==> src/rtl/cpu.sv <==
// Multicycle 16-bit RISC core: instruction register, 8x16 register file, shifter/ALU datapath and controller FSM.
// Latency 2..6 edges from s to w; no backpressure, s is only honoured while w=1 and IR loads whenever load=1.

module cpu_shifter (
    input  logic [15:0] dat,
    input  logic [1:0]  sh,
    output logic [15:0] res
);
    always_comb begin
        case (sh)
            2'b01:   res = {dat[14:0], 1'b0};
            2'b10:   res = {1'b0, dat[15:1]};
            2'b11:   res = {dat[15], dat[15:1]};
            default: res = dat;
        endcase
    end
endmodule

module cpu_alu (
    input  logic [15:0] a,
    input  logic [15:0] b,
    input  logic [1:0]  op,
    output logic [15:0] res,
    output logic        n,
    output logic        v,
    output logic        z
);
    logic [15:0] diff;

    always_comb begin
        diff = a - b;
        case (op)
            2'b00:   res = a + b;
            2'b01:   res = diff;
            2'b10:   res = a & b;
            default: res = ~b;
        endcase
    end

    // Overflow is only meaningful for the subtract path used by CMP.
    assign n = res[15];
    assign z = (res == 16'd0);
    assign v = (a[15] ^ b[15]) & (diff[15] ^ a[15]);
endmodule

module cpu_regfile (
    input  logic        clk,
    input  logic        reset,
    input  logic        wr_vld,
    input  logic [2:0]  wr_idx,
    input  logic [15:0] wr_dat,
    input  logic [2:0]  rd_idx_a,
    input  logic [2:0]  rd_idx_b,
    output logic [15:0] rd_dat_a,
    output logic [15:0] rd_dat_b
);
    logic [15:0] regs [8];

    always_ff @(posedge clk or negedge reset) begin
        if (!reset) begin
            for (int i = 0; i < 8; i++) begin
                regs[i] <= '0;
            end
        end else if (wr_vld) begin
            regs[wr_idx] <= wr_dat;
        end
    end

    assign rd_dat_a = regs[rd_idx_a];
    assign rd_dat_b = regs[rd_idx_b];
endmodule

module cpu (
    input  logic        clk,
    input  logic        reset,
    input  logic        s,
    input  logic        load,
    input  logic [15:0] in,
    output logic [15:0] out,
    output logic        N,
    output logic        V,
    output logic        Z,
    output logic        w
);
    typedef struct packed {
        logic [2:0] opcode;
        logic [1:0] op;
        logic [2:0] rn;
        logic [2:0] rd;
        logic [1:0] sh;
        logic [2:0] rm;
    } instr_t;

    typedef enum logic [2:0] {
        S_WAIT,
        S_DECODE,
        S_GETA,
        S_GETB,
        S_ALU,
        S_WRITEREG,
        S_WRITEIMM
    } state_t;

    instr_t      ir;
    state_t      state;
    logic [15:0] a_q, b_q, c_q;
    logic        n_q, v_q, z_q;
    logic [15:0] b_sh, alu_res, rn_dat, rm_dat, imm_sx, wr_dat;
    logic [7:0]  imm8;
    logic        alu_n, alu_v, alu_z;
    logic        wr_vld;
    logic [2:0]  wr_idx;
    logic        is_mov_imm, is_mov_reg, is_mvn, is_cmp, is_alu3;

    always_ff @(posedge clk or negedge reset) begin
        if (!reset) begin
            ir <= '0;
        end else if (load) begin
            ir <= in;
        end
    end

    assign imm8   = {ir.rd, ir.sh, ir.rm};
    assign imm_sx = {{8{imm8[7]}}, imm8};

    assign is_mov_imm = (ir.opcode == 3'b110) && (ir.op == 2'b10);
    assign is_mov_reg = (ir.opcode == 3'b110) && (ir.op == 2'b00);
    assign is_mvn     = (ir.opcode == 3'b101) && (ir.op == 2'b11);
    assign is_cmp     = (ir.opcode == 3'b101) && (ir.op == 2'b01);
    assign is_alu3    = (ir.opcode == 3'b101) && (ir.op != 2'b11);

    // The immediate path writes Rn; every ALU result goes to Rd via C.
    assign wr_vld = (state == S_WRITEREG) || (state == S_WRITEIMM);
    assign wr_idx = (state == S_WRITEIMM) ? ir.rn : ir.rd;
    assign wr_dat = (state == S_WRITEIMM) ? imm_sx : c_q;

    cpu_regfile u_regfile (
        .clk      (clk),
        .reset    (reset),
        .wr_vld   (wr_vld),
        .wr_idx   (wr_idx),
        .wr_dat   (wr_dat),
        .rd_idx_a (ir.rn),
        .rd_idx_b (ir.rm),
        .rd_dat_a (rn_dat),
        .rd_dat_b (rm_dat)
    );

    cpu_shifter u_shifter (
        .dat (b_q),
        .sh  (ir.sh),
        .res (b_sh)
    );

    // MOV reg shares the ADD path (op=00) with A forced to zero in GETB.
    cpu_alu u_alu (
        .a   (a_q),
        .b   (b_sh),
        .op  (ir.op),
        .res (alu_res),
        .n   (alu_n),
        .v   (alu_v),
        .z   (alu_z)
    );

    always_ff @(posedge clk or negedge reset) begin
        if (!reset) begin
            state <= S_WAIT;
            w     <= 1'b1;
            a_q   <= '0;
            b_q   <= '0;
            c_q   <= '0;
            n_q   <= 1'b0;
            v_q   <= 1'b0;
            z_q   <= 1'b0;
        end else begin
            case (state)
                S_WAIT: begin
                    if (s) begin
                        state <= S_DECODE;
                        w     <= 1'b0;
                    end
                end
                S_DECODE: begin
                    if (is_mov_imm) begin
                        state <= S_WRITEIMM;
                    end else if (is_mov_reg || is_mvn) begin
                        state <= S_GETB;
                    end else if (is_alu3) begin
                        state <= S_GETA;
                    end else begin
                        state <= S_WAIT;
                        w     <= 1'b1;
                    end
                end
                S_GETA: begin
                    a_q   <= rn_dat;
                    state <= S_GETB;
                end
                S_GETB: begin
                    b_q <= rm_dat;
                    if (is_mov_reg) begin
                        a_q <= '0;
                    end
                    state <= S_ALU;
                end
                S_ALU: begin
                    c_q <= alu_res;
                    if (is_cmp) begin
                        n_q   <= alu_n;
                        v_q   <= alu_v;
                        z_q   <= alu_z;
                        state <= S_WAIT;
                        w     <= 1'b1;
                    end else begin
                        state <= S_WRITEREG;
                    end
                end
                default: begin
                    state <= S_WAIT;
                    w     <= 1'b1;
                end
            endcase
        end
    end

    assign out = c_q;
    assign N   = n_q;
    assign V   = v_q;
    assign Z   = z_q;
endmodule

==> config.mk <==
export PLATFORM = sky130hd
export DESIGN_NAME = cpu
export DESIGN_NICKNAME = d
export VERILOG_FILES = /design/src/rtl/cpu.sv
export SDC_FILE = /design/constraint.sdc
export NUM_CORES = 1
export LEC_CHECK = 0
export BUFFER_PORTS_ARGS = -buffer_cell sky130_fd_sc_hd__buf_2
export CORE_AREA = 2 2 138 140
export CTS_CLUSTER_DIAMETER = 80
export CTS_CLUSTER_SIZE = 16
export DETAILED_ROUTE_END_ITERATION = 6
export DIE_AREA = 0 0 140 142
export PLACE_DENSITY_LB_ADDON = 0.08
export SYNTH_ARGS = -nofsm -noshare
export SYNTH_HDL_FRONTEND = slang
export SYNTH_SLANG_ARGS = --single-unit
==> constraint.sdc <==
create_clock -name clk -period 4 [get_ports clk]
set_clock_uncertainty 0.15 [all_clocks]
set_input_delay 1 -clock clk [delete_from_list [all_inputs] [get_ports clk]]
set_output_delay 1 -clock clk [all_outputs]
set_load 0.02 [all_outputs]
==> summary.md <==
| Metric | Value |
|---|---|
| DIE HEIGHT | roughly 140 um |
| Critical path's largest stage delay | between 400 and 500 ps |
| Post-CTS Setup Repair Bufs | 0 |
| Hold_buf cts | 0 |
| CTS tree | done |
| PortBufs | 39 |
| Overall routing resource usage | 0.3093 |
| Buf/Inv on CP | 1 |
| First-pass GRT wire length | approximately 47,000 um |
| Syn_area_per_cell | 9.895 sq um |
| Clock-pin slew on the worst setup and hold paths | ~80 ps |
| RR Startpoint | imm8[3]$_DFFE_PN0P_ |
| Hold/Removal Path Class | reg2reg |
| Synthesized cell area | approximately 0.011 sq mm |
| CORE AREA | between 0.015 and 0.02 sq mm |
| Max cap viols | 0 |
| Leak | 5.728 nW |
| Warnings, synthesis | 0 |
| Violated checks | DRC |
| EDFF count, synth | 0 |
| Via density | roughly 6.3 |
| Minimum clock period | roughly 3800 ps |
| Cells after synthesis | between 1,000 and 1,500 |
| Register area share after synthesis | 0.4366 |
| H-tree depth | 4 |
| Vias | 8,926 |
| Status | finished with violations |
| P&R area growth vs syn | 9.552% |
| CP startpoint kind | flip-flop |
| Antenna cell count | 0 |
| Clk Latency, worst-skew pair | about 440 ps |
| CP startpoint | imm8[3]$_DFFE_PN0P_ |
| RSZ-0062 raised after global routing | false |
| Main synth FF type | dfrtp_1 |
| Setup-failing EPs final | 0 |
| Worst vdd ir | between 0.3 and 0.4 mV |
| Cts repair resizes | 0 |
| Rows | 50 |
| Arrival @ worst endpoint | just under 4000 ps |
| Share of cells above drive strength 1 | 0.1662 |
| CTS Buf Count | 17 |
| Setup CP Type | reg2reg |
| Initial antenna violation count | 0 |
| Sum of negative setup slack | 0 ps |
| Ranking of synthesized cells by area | dfrtp_1 (43%), mux4_2 (13%), a21oi_1 (5.8%), mux2i_1 (5.2%), nor2_1 (5.1%) |
| Ports | 40 |
| Crit path max-delay family | compound AO/OA/AOI/OAI gates |
| Initial core utilization | 0.6182 |
| Ys async rst share | 1.000 |
| Slew HR | 0.3449 |
| Critical-path cell list | buf_4 > mux2i_1 > o21ai_0 > ha_1 > and3_1 > a221oi_2 > o211a_1 > o31a_2 > o21ai_2 > and3_1 > a221o_1 > mux2_2 |
| Most frequent CP cell | and3_1 |
| Antenna-violating nets left | 0 |
| Cell at the slowest stage of the critical path | dfrtp_1 |
| Vias in the first global route | about 8,800 |
| Slew @ Worst Pin | 980.3 ps |
| Initial DRC Count | about 740 |
| Post-layout util | 0.6772 |
| DRC errors left | 2 |
| Highest Clock Rate | around 270 MHz |
| WL final | approximately 30,000 um |
| CTS Buffer Depth | 2 |
| Total die area | ~0.02 sq mm |
| Hpwl dp | just over 20,000 um |
| Largest net degree at the start of global routing | between 80 and 90 |
| Cell Pwr Density | 716.7 mW/mm^2 |
| Post-Layout Cell Count | between 1,000 and 1,500 |
| Syn_nets | roughly 1,200 |
| Placed Instances | around 1,400 |
| Max Slew Vio Count | 0 |
| Final period util | 0.9376 |
| Area leader, netlist | dfrtp_1 |
| Worst hold margin | 358.1 ps |
| TritonRoute pass-1 iters | 7 |
| Root Driver | clkbuf_16 |
| Placer Congestion | roughly 0.92 |
| Post-synth top area share | 0.4343 |
| Critical Path RT | roughly 4200 ps |
| CTS Sinks | roughly 200 |
| Avg WL per Cell | 20.78 um |
| Total gr overflow | 0 |
| Final hold viol count | 0 |
| Critical Path End Type | flip-flop |
| Worst Hold Launch | u_regfile.regs[24]$_DFFE_PN0P_ |
| Crit-path max FO | 14 |
| NumNets Final | 1,224 |
| Synthesized flop and latch total | about 200 |
| Die X | ~140 um |
| Netlist cell types | 63 |
final timing paths:
| check | end | slack, ps | cells after the start |
|---|---|---|---|
| worst max register to register | N$_DFFE_PN0P_ | 250 | 12 |
| max in group asynchronous | w$_DFFE_PN1P_ | 2400 | 2 |
| min in group asynchronous | u_regfile.regs[64]$_DFFE_PN0P_ | 420 | 1 |
| worst max-delay path | N$_DFFE_PN0P_ | 250 | 12 |
| worst min-delay path | u_regfile.regs[24]$_DFFE_PN0P_ | 360 | 2 |
| worst min register to register | u_regfile.regs[24]$_DFFE_PN0P_ | 360 | 2 |
metrics by stage:
step / instance area, sq um / setup slack [ps] / power (mW)
floorplan: 11410 / 333.4 / 6.036
global placement: 11870 / 365.5 / 7.049
detailed placement: 11870 / 267.7 / 7.138
CTS: 12490 / 247.7 / 8.940
global route: 12500 / 8.480 / 9.564
finish: 12500 / 249.4 / 8.957
final cells by class:
class	instances	area [sq um]
clock buffers	19	452.9
clock inverters	13	168.9
repair buffers	67	439.2
inverters	34	127.6
well taps	234	292.8
flip-flops and latches	199	4984
fillers	1442	5957
multi-input cells	847	6033
cell usage in the layout (no fill, tap or decap), drive strengths merged, types with 4 or more instances in the layout:
cell type / synthesis / routed
dfrtp: 198 / 198
nor2: 156 / 156
nand2: 134 / 134
a21oi: 133 / 133
o21ai: 114 / 114
buf: 15 / 66
mux4: 64 / 64
mux2i: 59 / 59
inv: 33 / 40
ha: 36 / 36
clkbuf: 58 / 20
mux2: 14 / 14
a21o: 12 / 12
nor3: 11 / 11
a211oi: 11 / 11
nand3: 10 / 10
a31oi: 10 / 10
nor2b: 8 / 8
xnor2: 8 / 8
clkinv: 1 / 7
and3: 6 / 6
nand2b: 4 / 4
o31ai: 4 / 4
power by group:
group | internal [mW] | switching [mW]
Combinational | 1.69 | 2.26
Sequential | 2.62 | 0.613
Clock | 0.885 | 0.883
cell usage after synthesis, drive strengths merged, types with 11 or more instances:
master	count
a211oi	11
a21o	12
a21oi	133
buf	15
clkbuf	58
dfrtp	198
ha	36
inv	33
mux2	14
mux2i	59
mux4	64
nand2	134
nor2	156
nor3	11
o21ai	114
worst min-delay path, delay by kind of cell, from the launching register on:
| kind | cells | cell delay, ps |
|---|---|---|
| simple gates | 1 | 50 |
| compound gates | 1 | 60 |
| flops | 1 | 370 |
layer usage:
layer  track usage  vias up  routed length (um)
met5             0        -                   0
met4       0.09304        0                 596
met3       0.04812       41                1896
met2        0.4973      301               14050
met1        0.4441     4435               12810
li1              -     4149                   -
cells by family (layout without fill, tap and decap cells):
kind of cell / after synthesis / after routing / synth area share
and+or+nand+nor: 342 / 342 / 0.1229
AOI/OAI and AO/OA: 319 / 319 / 0.1609
xor gates and xnor gates: 11 / 11 / 0.008446
DFF: 199 / 199 / 0.4366
buffers and inverters: 107 / 133 / 0.03619
muxes: 137 / 137 / 0.1919
adders and majority gates: 38 / 38 / 0.04299
sequential cells by signal, indices dropped and copies added (netlist names), 3 cells and up:
signal	flops
ir	8
state	3
a_q	16
imm8	8
u_regfile.regs	128
b_q	16
out	16
No activity file was read; power rests on OpenSTA's default activity.
